--- config.mk ---
export PLATFORM = sky130hd
export DESIGN_NAME = tofpet_interface_avalon_if
export DESIGN_NICKNAME = d
export VERILOG_FILES = /design/src/rtl/tofpet_interface_avalon_if_pkg.sv /design/src/rtl/tofpet_interface_avalon_if.sv
export SDC_FILE = /design/constraint.sdc
export NUM_CORES = 1
export LEC_CHECK = 0
export CAP_MARGIN = 20
export CORE_AREA = 5 5 193 195
export CTS_CLUSTER_DIAMETER = 50
export DETAILED_ROUTE_END_ITERATION = 8
export DIE_AREA = 0 0 198 200
export HOLD_SLACK_MARGIN = 0.12
export PLACE_DENSITY = 0.65
export SYNTH_ARGS = -nofsm -noshare
export SYNTH_HDL_FRONTEND = slang
export SYNTH_SLANG_ARGS = --single-unit
--- constraint.sdc ---
create_clock -name CK -period 2.9 [get_ports CK]
set_clock_uncertainty 0.1 [all_clocks]
set_input_delay 0.58 -clock CK [delete_from_list [all_inputs] [get_ports CK]]
set_output_delay 0.58 -clock CK [all_outputs]
set_load 0.05 [all_outputs]
--- src/rtl/tofpet_interface_avalon_if_pkg.sv ---
// Shared address map, fixed read-back word and status bit positions for the
// TOFPET Avalon-MM register bridge.
package tofpet_interface_avalon_if_pkg;

  localparam logic [3:0] ADDR_FIFO0     = 4'h0;
  localparam logic [3:0] ADDR_FIFO1     = 4'h1;
  localparam logic [3:0] ADDR_FIFO2     = 4'h2;
  localparam logic [3:0] ADDR_FIFO3     = 4'h3;
  localparam logic [3:0] ADDR_FIFO4     = 4'h4;
  localparam logic [3:0] ADDR_FIFO5     = 4'h5;
  localparam logic [3:0] ADDR_FIFO_STAT = 4'h6;
  localparam logic [3:0] ADDR_DUMMY     = 4'h7;
  localparam logic [3:0] ADDR_CTRL_OUT  = 4'h8;
  localparam logic [3:0] ADDR_CTRL_IN   = 4'h9;
  localparam logic [3:0] ADDR_NBIT      = 4'hA;
  localparam logic [3:0] ADDR_CMD       = 4'hB;
  localparam logic [3:0] ADDR_STATUS    = 4'hC;
  localparam logic [3:0] ADDR_UW01      = 4'hD;
  localparam logic [3:0] ADDR_UW23      = 4'hE;
  localparam logic [3:0] ADDR_UW45      = 4'hF;

  localparam logic [31:0] DUMMY_WORD = 32'hF1CA_CAFE;

  localparam int STAT_CTRL_IN_EMPTY  = 0;
  localparam int STAT_CTRL_IN_FULL   = 1;
  localparam int STAT_CTRL_OUT_EMPTY = 2;
  localparam int STAT_CTRL_OUT_FULL  = 3;
  localparam int STAT_RW_RUNNING     = 30;

  function automatic logic [31:0] pack_used_words(input logic [10:0] hi, input logic [10:0] lo);
    return {5'b0, hi, 5'b0, lo};
  endfunction

endpackage

--- src/rtl/tofpet_interface_avalon_if.sv ---
// Avalon-MM slave exposing the TOFPET data FIFOs, control FIFO pair, config
// registers and status word. Every access acts only in its first cycle.
module tofpet_interface_avalon_if
  import tofpet_interface_avalon_if_pkg::*;
(
  input  logic        CK,
  input  logic        RESETb,
  input  logic [31:0] DATA_OUT0,
  input  logic [31:0] DATA_OUT1,
  input  logic [31:0] DATA_OUT2,
  input  logic [31:0] DATA_OUT3,
  input  logic [31:0] DATA_OUT4,
  input  logic [31:0] DATA_OUT5,
  input  logic        EMPTY0, EMPTY1, EMPTY2, EMPTY3, EMPTY4, EMPTY5,
  input  logic        FULL0, FULL1, FULL2, FULL3, FULL4, FULL5,
  output logic        READ0, READ1, READ2, READ3, READ4, READ5,
  input  logic [10:0] USED_WORDS0,
  input  logic [10:0] USED_WORDS1,
  input  logic [10:0] USED_WORDS2,
  input  logic [10:0] USED_WORDS3,
  input  logic [10:0] USED_WORDS4,
  input  logic [10:0] USED_WORDS5,
  input  logic [31:0] CTRL_FIFO_OUT,
  output logic        CTRL_FIFO_OUT_RE,
  output logic [31:0] CTRL_FIFO_IN,
  output logic        CTRL_FIFO_IN_WE,
  output logic [31:0] NBIT_INOUT,
  output logic [31:0] COMMAND,
  input  logic [31:0] STATUS_WORD,
  input  logic [3:0]  avalon_addr,
  input  logic [31:0] avalon_data_in,
  output logic [31:0] avalon_data_out,
  input  logic        avalon_cs,
  input  logic        avalon_readn,
  input  logic        avalon_writen
);

  logic        rd_acc, wr_acc;
  logic        rd_acc_q, wr_acc_q;
  logic        rd_first, wr_first;
  logic [5:0]  empty_vec, full_vec, read_vec;
  logic [31:0] rd_value;
  logic [31:0] nbit_reg, command_reg, ctrl_in_reg, data_out_reg;
  logic        ctrl_we_reg;

  assign rd_acc = avalon_cs & ~avalon_readn;
  assign wr_acc = avalon_cs & ~avalon_writen;

  // Gating with RESETb makes every strobe drop the instant reset asserts.
  assign rd_first = rd_acc & ~rd_acc_q & RESETb;
  assign wr_first = wr_acc & ~wr_acc_q & RESETb;

  assign empty_vec = {EMPTY5, EMPTY4, EMPTY3, EMPTY2, EMPTY1, EMPTY0};
  assign full_vec  = {FULL5, FULL4, FULL3, FULL2, FULL1, FULL0};

  // Pops coincide with the capture edge so the show-ahead head is sampled first.
  generate
    for (genvar gi = 0; gi < 6; gi++) begin : g_pop
      assign read_vec[gi] = rd_first & (avalon_addr == 4'(gi)) & ~empty_vec[gi];
    end
  endgenerate

  assign {READ5, READ4, READ3, READ2, READ1, READ0} = read_vec;

  assign CTRL_FIFO_OUT_RE = rd_first & (avalon_addr == ADDR_CTRL_OUT)
                          & ~STATUS_WORD[STAT_CTRL_OUT_EMPTY];

  always_comb begin
    rd_value = 32'b0;
    case (avalon_addr)
      ADDR_FIFO0:     rd_value = DATA_OUT0;
      ADDR_FIFO1:     rd_value = DATA_OUT1;
      ADDR_FIFO2:     rd_value = DATA_OUT2;
      ADDR_FIFO3:     rd_value = DATA_OUT3;
      ADDR_FIFO4:     rd_value = DATA_OUT4;
      ADDR_FIFO5:     rd_value = DATA_OUT5;
      ADDR_FIFO_STAT: rd_value = {16'b0, 2'b0, full_vec, 2'b0, empty_vec};
      ADDR_DUMMY:     rd_value = DUMMY_WORD;
      ADDR_CTRL_OUT:  rd_value = CTRL_FIFO_OUT;
      ADDR_CTRL_IN:   rd_value = 32'b0;
      ADDR_NBIT:      rd_value = nbit_reg;
      ADDR_CMD:       rd_value = command_reg;
      ADDR_STATUS:    rd_value = STATUS_WORD;
      ADDR_UW01:      rd_value = pack_used_words(USED_WORDS1, USED_WORDS0);
      ADDR_UW23:      rd_value = pack_used_words(USED_WORDS3, USED_WORDS2);
      ADDR_UW45:      rd_value = pack_used_words(USED_WORDS5, USED_WORDS4);
      default:        rd_value = 32'b0;
    endcase
  end

  always_ff @(posedge CK or negedge RESETb) begin
    if (!RESETb) begin
      rd_acc_q     <= 1'b0;
      wr_acc_q     <= 1'b0;
      nbit_reg     <= 32'b0;
      command_reg  <= 32'b0;
      ctrl_in_reg  <= 32'b0;
      ctrl_we_reg  <= 1'b0;
      data_out_reg <= 32'b0;
    end else begin
      rd_acc_q    <= rd_acc;
      wr_acc_q    <= wr_acc;
      ctrl_we_reg <= 1'b0;
      if (rd_first) begin
        data_out_reg <= rd_value;
      end
      // Register reads above use the pre-write value when both access types coincide.
      if (wr_first) begin
        case (avalon_addr)
          ADDR_NBIT: nbit_reg    <= avalon_data_in;
          ADDR_CMD:  command_reg <= avalon_data_in;
          ADDR_CTRL_IN: begin
            if (!STATUS_WORD[STAT_CTRL_IN_FULL]) begin
              ctrl_in_reg <= avalon_data_in;
              ctrl_we_reg <= 1'b1;
            end
          end
          default: ;
        endcase
      end
    end
  end

  assign NBIT_INOUT      = nbit_reg;
  assign COMMAND         = command_reg;
  assign CTRL_FIFO_IN    = ctrl_in_reg;
  assign CTRL_FIFO_IN_WE = ctrl_we_reg;
  assign avalon_data_out = data_out_reg;

endmodule

==> metrics.sh <==
DRV_CAP=0
GR-USAGE-ALL-LAYERS_PCT=27.8
CRIT_PATH_TOP_DELAY_CELL='nor4bb_4'
RUN_STATUS='finished clean'
DETAILED_PLACE_HPWL_UM=46100
SYNTH-EDFF-COUNT=0
GRT_PASS1_WL_UM=78100
CHIPWIDTH_UM=198
PLACE_WORST_SETUP_SLACK_PS=-113
DOMINANTREGCELLSYNTH='dfrtp_1'
GRT_PASS1_VIAS=10500
CORE_AREA_UM2=35200
DETAILEDROUTE.FIRSTPASSITERATIONCOUNT=7
HP-CLASS='input pin to asynchronous set/reset pin'
DIE_OUTLINE_AREA_UM2=39600
HOLD_VIOL_FINAL=0
FINALCRITPERIODSHARE_PCT=97.6
DRTITER0DRC=798
YS_FF_LATCH=131
CRIT_FANOUT=4
SETUP_SLACK_PS=69.1
FINAL_CELL_AREA_UM2=15100
GRT_MAX_DEGREE=64
POWER.SHARE.SEQUENTIAL_PCT=30.3
CRITICAL_PATH.CELL_CHAIN='clkdlybuf4s50_1 > nor4bb_4 > nand3_2 > nor2_1 > buf_12'
CLOCK_TREE.BUFFER_DEPTH=2
WORST_PATH_LARGEST_CELL_DELAY_PS=500
AREA_GROWTH_PCT=79.5
FINALHOLDWORSTSLACK_PS=203
ROUTE.DETAILED.WL_PER_INST_UM=31.0
RSZ_0062_RAISED_AFTER_GLOBAL_ROUTING='false'
WORST_REL_SLEW_SLACK_PCT=36.2
TOTAL_SWITCHING_POWER_mW=2.81
TIGHTEST_SLEW_PS=957
ROUTE.DETAILED.VIAS_PER_INST=5.38
CLK_PIN_SLEW_WORST_PATHS_PS=60
POSTSYNTHCELLCOUNT=829
DPL_CELL_AREA_UM2=14400
POST_SYNTH.CELL_AREA_AVG_UM2=10.1
DIEHEIGHT_UM=200
SYN_AREA_UM2=8390
CLOCK_TREE.HTREE_LEVEL_COUNT=4
MAPPEDNETLISTNETS=1204
NUMBER_OF_ANTENNA_VIOLATIONS_AT_THE_FIRST_CHECK_IN_GLOBAL_ROUTING=9
TIMING.FINAL.CRIT_PERIOD_PS=2830
POSTROUTEWIRELENGTH_UM=57400
FINAL_LAYOUT_SIZE_SUFFIX_GT1_SHARE_PCT=19.1
SETUP_TNS_PS=0
POWER_DENSITY_nW_PER_UM2=494
NFILLCELLS=3496
CTS-ROOT-BUF='clkbuf_16'
WORSTPATHARRIVAL_PS=2150
SEQ_AREA_FRAC_SYNTH_PCT=39.1
POST_ROUTE_ANT_NETS=0
FINALCOREUTILIZATION_PCT=42.8
ROW_COUNT=69
CRITICAL_PATH.STARTPOINT_TYPE='input pin'
FINAL_NETS=1745
YS_TYPES=58
SWITCHING_SHARE_PCT=37.7
POWER_REPORT.INTERNAL_TOTAL_mW=4.64
WORSTPATHREQUIRED_PS=2220
MAX_FREQ_MHz=353
FLOORPLAN.INITIALDENSITY_PCT=23.8
WORST-SETUP-PATH-TYPE='input pin to output port'
GRT_OVERFLOW_TOTAL=0
IO_PINS=511
NUMBER_OF_CLOCK_BUFFERS_INSERTED_BY_TRITONCTS=17
CTS_TREE='yes'
FINAL_MAX_SLEW_VIOL_COUNT=0
TRITONCTS_NUM_SINKS=131
COMBPWRFRAC_PCT=39.2
FINALSETUPVIOLCOUNT=0
P_CLK_SHARE_PCT=30.6
PORT_BUFFER_COUNT=510
POWER.IR.VDD_WORST_V=0.000499
GP_CONGESTION=1.01
SYNTH-WARNING-COUNT=0
REMAINING_DRC_ERRORS=0
VIAS=9939
CLKLATENCYLATEPIN_PS=440
WORSTSETUPENDPOINTTYPE='output port'
ASYNC_SET_RESET_FLOP_SHARE_OUT_OF_SYNTHESIS_PCT=100
POWER.STATIC_LEAKAGE_nW=6.21
## final timing paths
check                                                   to  slack, ps                            start  cells past startpoint
max in group asynchronous          COMMAND[22]$_DFFE_PN0P_       1110                           RESETb                      3
setup / recovery                                     READ0         70                     avalon_readn                      5
min in group CK            avalon_data_out[31]$_DFFE_PN0N_        400  avalon_data_out[31]$_DFFE_PN0N_                      2
setup reg to reg           avalon_data_out[13]$_DFFE_PN0N_        520               rd_acc_q$_DFF_PN0_                      6
hold / removal                   NBIT_INOUT[1]$_DFFE_PN0P_        200                           RESETb                      2
hold reg to reg            avalon_data_out[31]$_DFFE_PN0N_        400  avalon_data_out[31]$_DFFE_PN0N_                      2
## final cells by class
class / instances / area, um^2 / share of cell area, %
antenna: 4 / 10.0 / 0.0665
clock buffer: 21 / 470 / 3.12
clock inverter: 11 / 128 / 0.847
inverter: 10 / 37.5 / 0.249
multi-input combinational: 611 / 4680 / 31.0
sequential: 131 / 3280 / 21.8
tap: 461 / 577 / 3.83
timing repair buffer: 599 / 5880 / 39.1
## critical path: cells and delay by family
| family | cells | cell delay (ps) |
|---|---|---|
| buffers and inverters | 2 | 650 |
| and+or+nand+nor | 3 | 910 |
## layer usage
metal / track usage [%] / part of all wire (%) / vias to the layer above
li1: - / - / 4328
met1: 35.9 / 41 / 4864
met2: 44.5 / 46 / 638
met3: 8.79 / 9.7 / 101
met4: 9.21 / 3.1 / 8
met5: 0 / 0.11 / -
## synth_stat cells, types with 9 or more instances
cell type / instances / share of area, %
a221oi_1: 11 / 1.1
nand2_1: 39 / 1.7
inv_1: 9 / 0.40
a32oi_1: 12 / 1.3
nor2_1: 34 / 1.5
o22ai_1: 40 / 3.0
buf_4: 21 / 1.9
a211oi_1: 11 / 0.98
mux2_2: 107 / 14
nand2b_1: 11 / 0.82
mux2i_1: 52 / 6.2
dfrtp_1: 131 / 39
a22o_1: 24 / 2.5
o21ai_0: 35 / 2.1
buf_2: 26 / 1.6
nor2b_1: 16 / 1.2
nand3_1: 14 / 0.83
a21oi_1: 59 / 3.5
clkbuf_1: 23 / 1.0
a22oi_1: 28 / 2.5
## state kept, by name (all words and copies together), names as in the netlist
name,count
COMMAND,32
CTRL_FIFO_IN,32
NBIT_INOUT,32
avalon_data_out,32
CTRL_FIFO_IN_WE,1
rd_acc_q,1
wr_acc_q,1
## per-stage QoR
stage          power (mW)  cells
2_1_floorplan        3.67    829
6_report             7.45   1848
3_5_place_dp         5.19   1811
3_3_place_gp         5.17   1811
4_1_cts              7.48   1844
5_1_grt              7.70   1845
## power groups by stage
stage | Sequential, mW | Clock, mW | Combinational [mW]
floorplan | 3.05 | 0 | 0.617
CTS | 2.25 | 2.31 | 2.92
detailed placement | 2.28 | 0 | 2.91
global route | 2.28 | 2.39 | 3.03
finish | 2.25 | 2.28 | 2.92
global placement | 2.27 | 0 | 2.90
## layout by cell type (no fill, tap or decap), drive strengths merged, types with 35 or more instances in the layout
cell           count
a21oi             59
buf              100
clkdlybuf4s50    498
dfrtp            131
mux2             110
mux2i             52
nand2             42
nor2              37
o21ai             35
o22ai             40
## cell families (layout without fill, tap and decap cells)
logic type,Yosys count,in the layout,synth area share [%]
other cells,0,4,0
buf+inv,87,641,5.67
mux,164,164,21.5
simple gates,157,157,9.53
flops,131,131,39.1
compound gates,290,290,24.2
## timing repair
action                                  in CTS  in global routing
endpoints found under the setup margin       0                  2
setup buffers                                0                  0
hold endpoints to repair                    24                  0
resized for setup                            0                  1
hold buffers                                 1                  0
(Power assumes the default switching activity.)
